$ cat src/rtl/mash_ddsm_pkg.sv
// Shared constants and helpers for the configurable MASH delta-sigma modulator.
package mash_ddsm_pkg;

    localparam int          MAX_ORDER_LIMIT = 4;
    localparam logic [14:0] LFSR_SEED       = 15'h0001;
    // Feedback taps of x^15 + x^14 + 1 (state bits 14 and 13).
    localparam logic [14:0] LFSR_TAPS       = 15'h6000;

    // Map a requested order into the legal range 1..max_order.
    function automatic logic [2:0] clamp_order(input logic [2:0] req, input int max_order);
        logic [2:0] max_v;
        max_v = 3'(max_order);
        if (req == 3'd0) begin
            clamp_order = 3'd1;
        end else if (req > max_v) begin
            clamp_order = max_v;
        end else begin
            clamp_order = req;
        end
    endfunction

    // Signed output width needed for a given MASH order.
    function automatic int out_width(input int order);
        return order + 1;
    endfunction

    // Noise-cancellation weight of carry tap j (j cycles old) of stage index k
    // (0-based): (-1)^j * C(k, j), i.e. the k-th backward difference.
    function automatic int ncf_coef(input int k, input int j);
        int mag;
        if (j > k) begin
            mag = 0;
        end else if ((j == 0) || (j == k)) begin
            mag = 1;
        end else if (k == 2) begin
            mag = 2;
        end else begin
            mag = 3;
        end
        return ((j % 2) != 0) ? -mag : mag;
    endfunction

endpackage

$ cat src/rtl/mash_ddsm_cfg_efm_stage.sv
// One error-feedback accumulator stage: N-bit accumulator producing a carry.
// Inactive stages (above the selected order) hold zero and emit no carry.
module efm_stage #(
    parameter int P_WIDTH = 16
) (
    input  logic               i_clk,
    input  logic               i_rst_n,
    input  logic               i_en,
    input  logic               i_act,
    input  logic               i_clr,
    input  logic [P_WIDTH:0]   i_x,
    output logic [P_WIDTH-1:0] o_sum,
    output logic               o_carry
);

    logic [P_WIDTH-1:0] acc_q;
    logic [P_WIDTH-1:0] acc_d;
    logic [P_WIDTH:0]   sum_s;

    // Accumulate, producing the residue for the next stage and this stage's carry.
    always_comb begin
        sum_s   = {1'b0, acc_q} + i_x;
        acc_d   = acc_q;
        if (i_clr || !i_act) begin
            acc_d = {P_WIDTH{1'b0}};
        end else if (i_en) begin
            acc_d = sum_s[P_WIDTH-1:0];
        end else begin
            acc_d = acc_q;
        end
        o_sum   = i_act ? sum_s[P_WIDTH-1:0] : {P_WIDTH{1'b0}};
        o_carry = i_act & sum_s[P_WIDTH];
    end

    // Accumulator register.
    always_ff @(posedge i_clk or negedge i_rst_n) begin
        if (!i_rst_n) begin
            acc_q <= {P_WIDTH{1'b0}};
        end else begin
            acc_q <= acc_d;
        end
    end

endmodule

$ cat src/rtl/mash_ddsm_cfg.sv
// Runtime-configurable MASH 1-1-..-1 delta-sigma modulator with optional
// 1-LSB LFSR dither. Drives the divider-ratio control of the fractional-N path.
module mash_ddsm_cfg
    import mash_ddsm_pkg::*;
#(
    parameter  int P_DATA_WIDTH = 16,
    parameter  int P_MAX_ORDER  = 4,
    localparam int P_OUT_WIDTH  = out_width(P_MAX_ORDER)
) (
    input  logic                    i_clk,
    input  logic                    i_rst_n,
    input  logic                    i_en,
    input  logic                    i_load,
    input  logic [P_DATA_WIDTH-1:0] i_frac,
    input  logic [2:0]              i_order,
    input  logic                    i_dither_en,
    output logic [P_OUT_WIDTH-1:0]  o_y,
    output logic                    o_valid,
    output logic [P_MAX_ORDER-1:0]  o_carry
);

    // Depth of registered carry history (c[n-1] .. c[n-(MAX-1)]).
    localparam int HIST_D = (P_MAX_ORDER > 1) ? P_MAX_ORDER - 1 : 1;

    logic [P_DATA_WIDTH-1:0] frac_q,   frac_d;
    logic [2:0]              order_q,  order_d;
    logic                    dither_q, dither_d;
    logic [14:0]             lfsr_q,   lfsr_d;
    logic [2:0]              cnt_q,    cnt_d;
    logic [P_OUT_WIDTH-1:0]  y_q,      y_d;
    logic                    valid_q,  valid_d;
    logic [P_MAX_ORDER-1:0]  carry_q,  carry_d;
    logic [P_MAX_ORDER-1:0]  hist_q [HIST_D];
    logic [P_MAX_ORDER-1:0]  hist_d [HIST_D];

    logic [2:0]              order_new_s;
    logic                    order_chg_s;
    logic [P_DATA_WIDTH:0]   x_s;
    logic [P_MAX_ORDER-1:0]  carry_s;
    logic [P_MAX_ORDER-1:0]  win_s [P_MAX_ORDER];
    logic [2:0]              cnt_inc_s;
    int                      ncf_sum_s;

    // Load decode and stage-1 input with optional dither LSB.
    always_comb begin
        order_new_s = clamp_order(i_order, P_MAX_ORDER);
        order_chg_s = i_load && (order_new_s != order_q);
        x_s         = {1'b0, frac_q} + {{P_DATA_WIDTH{1'b0}}, dither_q & lfsr_q[0]};
    end

    // Stage chain: each stage integrates the residue of the one before it.
    for (genvar g = 0; g < P_MAX_ORDER; g++) begin : g_stage
        localparam logic [2:0] STAGE_IDX = 3'(g);
        logic [P_DATA_WIDTH:0]   x_in_s;
        logic [P_DATA_WIDTH-1:0] sum_s;
        logic                    c_s;

        if (g == 0) begin : g_first
            assign x_in_s = x_s;
        end else begin : g_chain
            assign x_in_s = {1'b0, g_stage[g-1].sum_s};
        end

        efm_stage #(.P_WIDTH(P_DATA_WIDTH)) u_stage (
            .i_clk   (i_clk),
            .i_rst_n (i_rst_n),
            .i_en    (i_en),
            .i_act   (STAGE_IDX < order_q),
            .i_clr   (order_chg_s),
            .i_x     (x_in_s),
            .o_sum   (sum_s),
            .o_carry (c_s)
        );

        assign carry_s[g] = c_s;
    end

    // The final stage's residue has no consumer.
    logic unused_last_sum_s;
    assign unused_last_sum_s = ^g_stage[P_MAX_ORDER-1].sum_s;

    // Noise cancellation: stage k contributes the (k-1)-th backward difference of its carry.
    always_comb begin
        win_s[0] = carry_s;
        for (int t = 1; t < P_MAX_ORDER; t++) begin
            win_s[t] = hist_q[t-1];
        end
        ncf_sum_s = 0;
        for (int k = 0; k < P_MAX_ORDER; k++) begin
            for (int j = 0; j < P_MAX_ORDER; j++) begin
                ncf_sum_s = ncf_sum_s + ncf_coef(k, j) * int'(win_s[j][k]);
            end
        end
    end

    // Next-state for shadow registers, LFSR, carry history, settle counter and outputs.
    always_comb begin
        frac_d    = frac_q;
        order_d   = order_q;
        dither_d  = dither_q;
        lfsr_d    = lfsr_q;
        hist_d    = hist_q;
        cnt_d     = cnt_q;
        y_d       = y_q;
        valid_d   = valid_q;
        carry_d   = carry_q;
        cnt_inc_s = (cnt_q < order_q) ? cnt_q + 3'd1 : cnt_q;

        if (i_load) begin
            frac_d   = i_frac;
            order_d  = order_new_s;
            dither_d = i_dither_en;
        end else begin
            frac_d   = frac_q;
        end

        // The LFSR free-runs on enabled cycles even while a clear is in progress.
        if (i_en) begin
            lfsr_d = {lfsr_q[13:0], ^(lfsr_q & LFSR_TAPS)};
        end else begin
            lfsr_d = lfsr_q;
        end

        if (order_chg_s) begin
            for (int t = 0; t < HIST_D; t++) begin
                hist_d[t] = {P_MAX_ORDER{1'b0}};
            end
            cnt_d   = 3'd0;
            y_d     = {P_OUT_WIDTH{1'b0}};
            valid_d = 1'b0;
            carry_d = {P_MAX_ORDER{1'b0}};
        end else if (i_en) begin
            hist_d[0] = carry_s;
            for (int t = 1; t < HIST_D; t++) begin
                hist_d[t] = hist_q[t-1];
            end
            cnt_d   = cnt_inc_s;
            valid_d = (cnt_inc_s >= order_q);
            y_d     = P_OUT_WIDTH'(ncf_sum_s);
            carry_d = carry_s;
        end else begin
            cnt_d   = cnt_q;
        end
    end

    // State and output registers.
    always_ff @(posedge i_clk or negedge i_rst_n) begin
        if (!i_rst_n) begin
            frac_q   <= {P_DATA_WIDTH{1'b0}};
            order_q  <= 3'(P_MAX_ORDER);
            dither_q <= 1'b0;
            lfsr_q   <= LFSR_SEED;
            cnt_q    <= 3'd0;
            y_q      <= {P_OUT_WIDTH{1'b0}};
            valid_q  <= 1'b0;
            carry_q  <= {P_MAX_ORDER{1'b0}};
            for (int t = 0; t < HIST_D; t++) begin
                hist_q[t] <= {P_MAX_ORDER{1'b0}};
            end
        end else begin
            frac_q   <= frac_d;
            order_q  <= order_d;
            dither_q <= dither_d;
            lfsr_q   <= lfsr_d;
            cnt_q    <= cnt_d;
            y_q      <= y_d;
            valid_q  <= valid_d;
            carry_q  <= carry_d;
            for (int t = 0; t < HIST_D; t++) begin
                hist_q[t] <= hist_d[t];
            end
        end
    end

    assign o_y     = y_q;
    assign o_valid = valid_q;
    assign o_carry = carry_q;

endmodule

$ cat config.mk
export PLATFORM = sky130hd
export DESIGN_NAME = mash_ddsm_cfg
export DESIGN_NICKNAME = d
export VERILOG_FILES = /design/src/rtl/mash_ddsm_pkg.sv /design/src/rtl/mash_ddsm_cfg_efm_stage.sv /design/src/rtl/mash_ddsm_cfg.sv
export SDC_FILE = /design/constraint.sdc
export NUM_CORES = 1
export LEC_CHECK = 0
export ABC_AREA = 0
export BUFFER_PORTS_ARGS = -buffer_cell sky130_fd_sc_hd__clkbuf_2
export CAP_MARGIN = 20
export CORE_MARGIN = 4
export CORE_UTILIZATION = 40
export CTS_CLUSTER_SIZE = 10
export DETAILED_ROUTE_END_ITERATION = 7
export PLACE_DENSITY = 0.67
export SLEW_MARGIN = 20
export SYNTH_ARGS = -nofsm -noshare
export SYNTH_HDL_FRONTEND = slang
export SYNTH_HIERARCHICAL = 1
export SYNTH_SLANG_ARGS = --single-unit
export TNS_END_PERCENT = 1
$ cat constraint.sdc
create_clock -name i_clk -period 7.3 [get_ports i_clk]
set_clock_uncertainty 0.2 [all_clocks]
set_input_delay 0.365 -clock i_clk [delete_from_list [all_inputs] [get_ports i_clk]]
set_output_delay 0.365 -clock i_clk [all_outputs]
set_load 0.05 [all_outputs]
---- Yosys cells after proc, flatten, opt, wreduce, memory -nomap -nowiden ----
Index checks and enable logic that the tools add are counted.
storage, ports and cells
  word-level logic and storage cells ...... 88
  bits in registers ....................... 124
cells by class
  mux-type cells .......................... 24
  reductions and logical operators ........ 16
  $add $sub $neg .......................... 18
  multiply operators ...................... 2
  equality and inequality tests ........... 1
  magnitude comparators ................... 7
  bitwise operators ....................... 5
operator list
  operator             number
  $mux 16              11
  $add 16x16->17       3
  $mux 12              2
  $add 16x1->17        1
  $add 16x17->17       1
  $add 5x2->5          3
  $add 5x5->5          3
  $mux 3               5
  $reduce_xor 15->1    1
  $mux 5               2
  $neg 1->5            2
  $reduce_bool 2->1    5
  $mux 4               2
  $lt 1x3->1 const A   2
  $lt 2x3->1 const A   2
  $add 3x5->5          1
  $add 5x4->5          1
  $and 1x1->1          5
  $mul 3x2->5 const A  1
  $logic_not 1->1      4
  $logic_or 1x1->1     4
  $neg 1->4            1
  $add 3x1->3 const B  1
  $ge 3x3->1           1
  other kinds (8)      9

---- Depth between registers and ports, before layout ----
  depth after elaboration ................. 17
  depth in mapped cells ................... 41
  depth with buffers taken out ............ 39

---- Modules after synthesis ----
The synthesis kept the hierarchy.
modules (own cells, without submodules)
  module                              area an instance (um^2)  times used  sequential area each (um^2)  cells an instance
  efm_stage (g_stage[0].u_stage ...)  1544.0                   3           400.4                        182
  mash_ddsm_cfg                       2946.6                   1           1278.7                       251
  efm_stage (g_stage[1].u_stage)      1577.8                   1           400.4                        182

---- Least setup slack after synthesis ----
OpenSTA, ideal clock, no wires.
  path type ............................... reg2reg
  start point ............................. register lfsr_q[0]
  end point ............................... register y_q[2], in the netlist o_y[2]
  library setup time ...................... 123 ps
  setup slack ............................. -702 ps
  buffers on the path ..................... 1
  stages on the path, launching flop included .. 36
  arrival time ............................ 7679 ps
  path through ............................ dfstp_2 and2_1 ha_1 ha_1 nand3_1 xnor2_1 ha_1 o211ai_1 a21oi_1 nand2b_1 xor2_1 and2_1 ha_1 buf_4 a21oi_1 inv_1 a31oi_1 o21ai_0 xor2_1 and2_1 ha_1 and2_1 nand3_1 o31ai_1 a31oi_1 mux2i_1 inv_1 fa_1 fa_1 fa_1 fa_1 inv_1 ha_1 fa_1 mux2i_1 nor2_4
on the way
  word-level cells in the longest chain between the ends .. 17
  elaborated cells on any way between the ends .. 24
  classes of those cells .................. add/sub: 14; mux: 5; bitwise: 5
ends and longest elaborated chain
  item                       RTL line                       RTL
  start: declaration         mash_ddsm_cfg.sv:28            logic [14:0] lfsr_q, lfsr_d;
  start signal: assignment   mash_ddsm_cfg.sv:164           lfsr_q <= lfsr_d;
  $and 1x1->1                mash_ddsm_cfg.sv:48            x_s = {1'b0, frac_q} + {{P_DATA_WIDTH{1'b0}}, dither_q & lfsr_q[0]};
  $add 16x1->17              mash_ddsm_cfg.sv:48
  via g_stage[0].x_in_s[4]   mash_ddsm_cfg.sv:54            logic [P_DATA_WIDTH:0] x_in_s;
  $add 16x17->17             mash_ddsm_cfg_efm_stage.sv:22  sum_s = {1'b0, acc_q} + i_x;
  $mux 16                    mash_ddsm_cfg_efm_stage.sv:31  o_sum = i_act ? sum_s[P_WIDTH-1:0] : {P_WIDTH{1'b0}};
  via g_stage[0].sum_s[6]    mash_ddsm_cfg.sv:55            logic [P_DATA_WIDTH-1:0] sum_s;
  $add 16x16->17             mash_ddsm_cfg_efm_stage.sv:22
  $mux 16                    mash_ddsm_cfg_efm_stage.sv:31
  via g_stage[1].sum_s[9]    mash_ddsm_cfg.sv:55
  (+2 left out)              --
  via g_stage[2].c_s         mash_ddsm_cfg.sv:56            logic c_s;
  $add 5x2->5                mash_ddsm_cfg.sv:91            ncf_sum_s = ncf_sum_s + ncf_coef(k, j) * int'(win_s[j][k]);
  $add 5x5->5                mash_ddsm_cfg.sv:91
  $add 5x2->5 (2 in series)  mash_ddsm_cfg.sv:91
  $add 5x5->5                mash_ddsm_cfg.sv:91
  $add 5x4->5                mash_ddsm_cfg.sv:91
  $add 5x5->5                mash_ddsm_cfg.sv:91
  $mux 5                     mash_ddsm_cfg.sv:132           end else if (i_en) begin
  $mux 5                     mash_ddsm_cfg.sv:124           if (order_chg_s) begin
  end signal: assignment     mash_ddsm_cfg.sv:154           y_q <= {P_OUT_WIDTH{1'b0}};
  end signal: assignment     mash_ddsm_cfg.sv:166           y_q <= y_d;
  end: declaration           mash_ddsm_cfg.sv:30            logic [P_OUT_WIDTH-1:0] y_q, y_d;
The timed path passes the listed nets, and every way through them passes these cells. The select of a mux whose other input is x is not followed.
A chain may end at the register's enable or synchronous reset.

---- Final worst setup path ----
  start point ............................. register lfsr_q[0]
  end point ............................... register y_q[3], in the netlist o_y[3]
Same word-level chain as after synthesis.

==> impl_metrics.tcl <==
set metrics [dict create \
    grt_max_degree 71 \
    clkPwrFrac_pct 21.0 \
    ctsHtreeMaxLevel 4 \
    number_of_cts_inserted_buffers 17 \
    timing_worst_setup_path_type "reg -> reg" \
    final.hold.worst_slack_ns 0.0128 \
    rows 54 \
    antenna_violating_nets_post_route 0 \
    irDropWorstVdd_mv 0.190 \
    post-route-drc-count 0 \
    critPathMaxFanout 5 \
    grt_pass1_vias 8543 \
    detailedPlace.worstSlack_ns -0.871 \
    die_h_um 158 \
    number_of_hold_violations_in_the_final_report 0 \
    tritoncts_clock_tree "built" \
    post-route-period-util_pct 107 \
    synthesis.yosys.warnings 6 \
    detail_route.first_pass.iterations 5 \
    combPwrFrac_pct 58.0 \
    net_load_switching_power_w 0.00159 \
    first_pass_grt_wire_length_um 42000 \
    design.die.area_sq_um 25000 \
    drt_wl_total_um 25000 \
    run_status "finished with violations" \
    max-slew-margin-rel_pct 39.4 \
    max_cap_viol_count 0 \
    cts_buffer_depth 2 \
    fillCellCount 1761 \
    critPathMostFrequentCell "sky130_fd_sc_hd__inv_2" \
    placeableCoreArea_sq_um 22000 \
    critPathRequiredTime_ns 7.45 \
    antenna_found_initial 0 \
    fin_ws_ns -0.535 \
    drt-vias-per-instance 5.40 \
    worstHoldPathCells 3 \
    cellLeakagePower_nw 6.10 \
    area_growth_syn_to_fin_pct 42.8 \
    timing_max_transition_violations_final 0 \
    power.share.switching_pct 39.2 \
    share_of_total_power_in_sequential_cells_pct 21.0 \
    rsz0062_at_grt "yes" \
    violations "negative setup slack" \
    final_layout_size_suffix_gt1_share_pct 39.6 \
    avgSynthCellArea_sq_um 9.43 \
    io_pins 34 \
    detail_routed_net_length_per_standard_cell_um 16.5 \
    synth_cells 955 \
    reg2regPathDepth 34 \
    clock_insertion_delay_worst_skew_ns 0.43 \
    worstSetupStartpointType "flip-flop" \
    layout_min_cycle_time_ns 7.84 \
    crit_path_max_incr_delay_ns 0.53 \
    register_clock_pin_slew_on_the_reported_worst_setup_and_hold_paths_ns 0.07 \
    int_pwr_w 0.00247 \
    dp.final_hpwl_um 17000 \
    place.gp.congestion 0.885 \
    hold_class "in -> reg" \
    number_of_drc_markers_in_iteration_0 539 \
    clock_net_sink_count 115 \
    port_buffers 33 \
    synthesis.area_sq_um 9010 \
    worst-slew-pin-transition_ns 0.909 \
    grt_util_all_layers_pct 20.8 \
    starting_utilization_of_the_core_area_pct 41.0 \
    pd_cells_nw_per_um2 315 \
    cts.root.buffer_cell "sky130_fd_sc_hd__clkbuf_16" \
    layout.nets 1341 \
    max_freq_ghz 0.128 \
    detailroute.via_count 8197 \
    slowest_stage "sky130_fd_sc_hd__dfstp_2" \
    chipWidth_um 158 \
    critical_path_arrival_ns 7.99 \
    antenna-diode-count 0 \
    timing.final.setup_violations 5 \
    globalRouteOverflowTotal 0 \
    critical_path.endpoint_type "flip-flop" \
]
## stage by stage
| step | utilization (%) | area [sq um] | cells | setup TNS, ns | total power, W |
|---|---|---|---|---|---|
| after global placement | 49.1 | 10800 | 1403 | -2.38 | 0.00253 |
| after global routing | 58.6 | 12900 | 1517 | -3.61 | 0.00431 |
| after detailed placement | 49.1 | 10800 | 1403 | -3.00 | 0.00257 |
| after floorplan | - | 9180 | 960 | -0.769 | 0.00194 |
| final | 58.6 | 12900 | 1517 | -1.96 | 0.00405 |
| after CTS | 56.9 | 12500 | 1507 | -2.20 | 0.00388 |
## critical path, delay by kind of cell, from the launching register on
| family | cells | cell delay [ns] |
|---|---|---|
| adders and majority gates | 11 | 3.55 |
| AOI/OAI and AO/OA | 8 | 1.64 |
| xor gates and xnor gates | 4 | 0.71 |
| and+or+nand+nor | 5 | 0.64 |
| DFF | 1 | 0.53 |
| buffers and inverters | 5 | 0.27 |
| muxes | 1 | 0.22 |
## per-layer routing
layer | GRT usage [%] | vias to the layer above | routed length [um] | share of wire (%)
met5 | 0 | - | 0 | 0
met4 | 7.80 | 0 | 684 | 2.7
met3 | 3.55 | 56 | 918 | 3.7
met2 | 35.9 | 182 | 12500 | 50
met1 | 26.2 | 3965 | 10900 | 44
li1 | - | 3994 | - | -
## repair_timing
item                                   CTS  global route
endpoints found under the hold margin   62             0
hold buffers                            18             0
buffers inserted                        54            11
pin swaps                               68            47
setup endpoints to repair                5             7
resized for setup                       89            59
## layout by cell type, fill, tap and decap left out, types with 15 or more instances in the layout
master / instances
sky130_fd_sc_hd__and2_1: 30
sky130_fd_sc_hd__nand3_1: 25
sky130_fd_sc_hd__nor2_1: 33
sky130_fd_sc_hd__ha_1: 60
sky130_fd_sc_hd__clkbuf_16: 17
sky130_fd_sc_hd__mux2i_1: 15
sky130_fd_sc_hd__o21ai_0: 27
sky130_fd_sc_hd__dfrtp_1: 113
sky130_fd_sc_hd__dlygate4sd3_1: 18
sky130_fd_sc_hd__a21o_1: 21
sky130_fd_sc_hd__buf_4: 229
sky130_fd_sc_hd__a21oi_1: 45
sky130_fd_sc_hd__xor2_1: 19
sky130_fd_sc_hd__mux2_2: 32
sky130_fd_sc_hd__a22o_1: 46
sky130_fd_sc_hd__clkbuf_2: 32
sky130_fd_sc_hd__ha_4: 20
sky130_fd_sc_hd__nand2_1: 66
sky130_fd_sc_hd__xnor2_1: 33
sky130_fd_sc_hd__o21a_1: 19
sky130_fd_sc_hd__nand2b_1: 16
sky130_fd_sc_hd__inv_1: 42
## state kept, by name (all words and copies together) (netlist names)
signal / count
hist_q: 7
dither_q: 1
frac_q: 16
lfsr_q: 15
o_y: 5
order_q: 3
o_valid: 1
cnt_q: 3
g_stage.u_stage/acc_q: 64
## power by group through the flow
stage | Combinational [W] | Sequential (W) | Clock, W
after floorplan | 0.00108 | 0.000865 | 0
after global placement | 0.00168 | 0.000849 | 0
after detailed placement | 0.00172 | 0.000853 | 0
after CTS | 0.00216 | 0.000849 | 0.000864
after global routing | 0.00255 | 0.000868 | 0.000893
final | 0.00235 | 0.000852 | 0.000850
## path summary, 6_finish.rpt
check	startpoint	endpoint	slack (ns)
worst min-delay path	i_order[2]	order_q[2]	0.01
max in group asynchronous	i_rst_n	g_stage[3].u_stage/acc_q[5]	5.25
worst max-delay path	lfsr_q[0]	o_y[3]	-0.54
worst max register to register	lfsr_q[0]	o_y[3]	-0.54
worst min register to register	g_stage[3].u_stage/acc_q[7]	g_stage[3].u_stage/acc_q[7]	0.29
min in group asynchronous	i_rst_n	frac_q[8]	0.30
## layout make-up
| class | count | area (sq um) | area share, % |
|---|---|---|---|
| clock inverters | 15 | 174 | 1.35 |
| well taps | 280 | 350 | 2.72 |
| multi-input cells | 750 | 6640 | 51.6 |
| clock buffers | 17 | 425 | 3.31 |
| inverters | 47 | 176 | 1.37 |
| repair buffers | 293 | 2220 | 17.2 |
| flip-flops and latches | 115 | 2880 | 22.4 |
No activity file was read; power rests on OpenSTA's default activity.
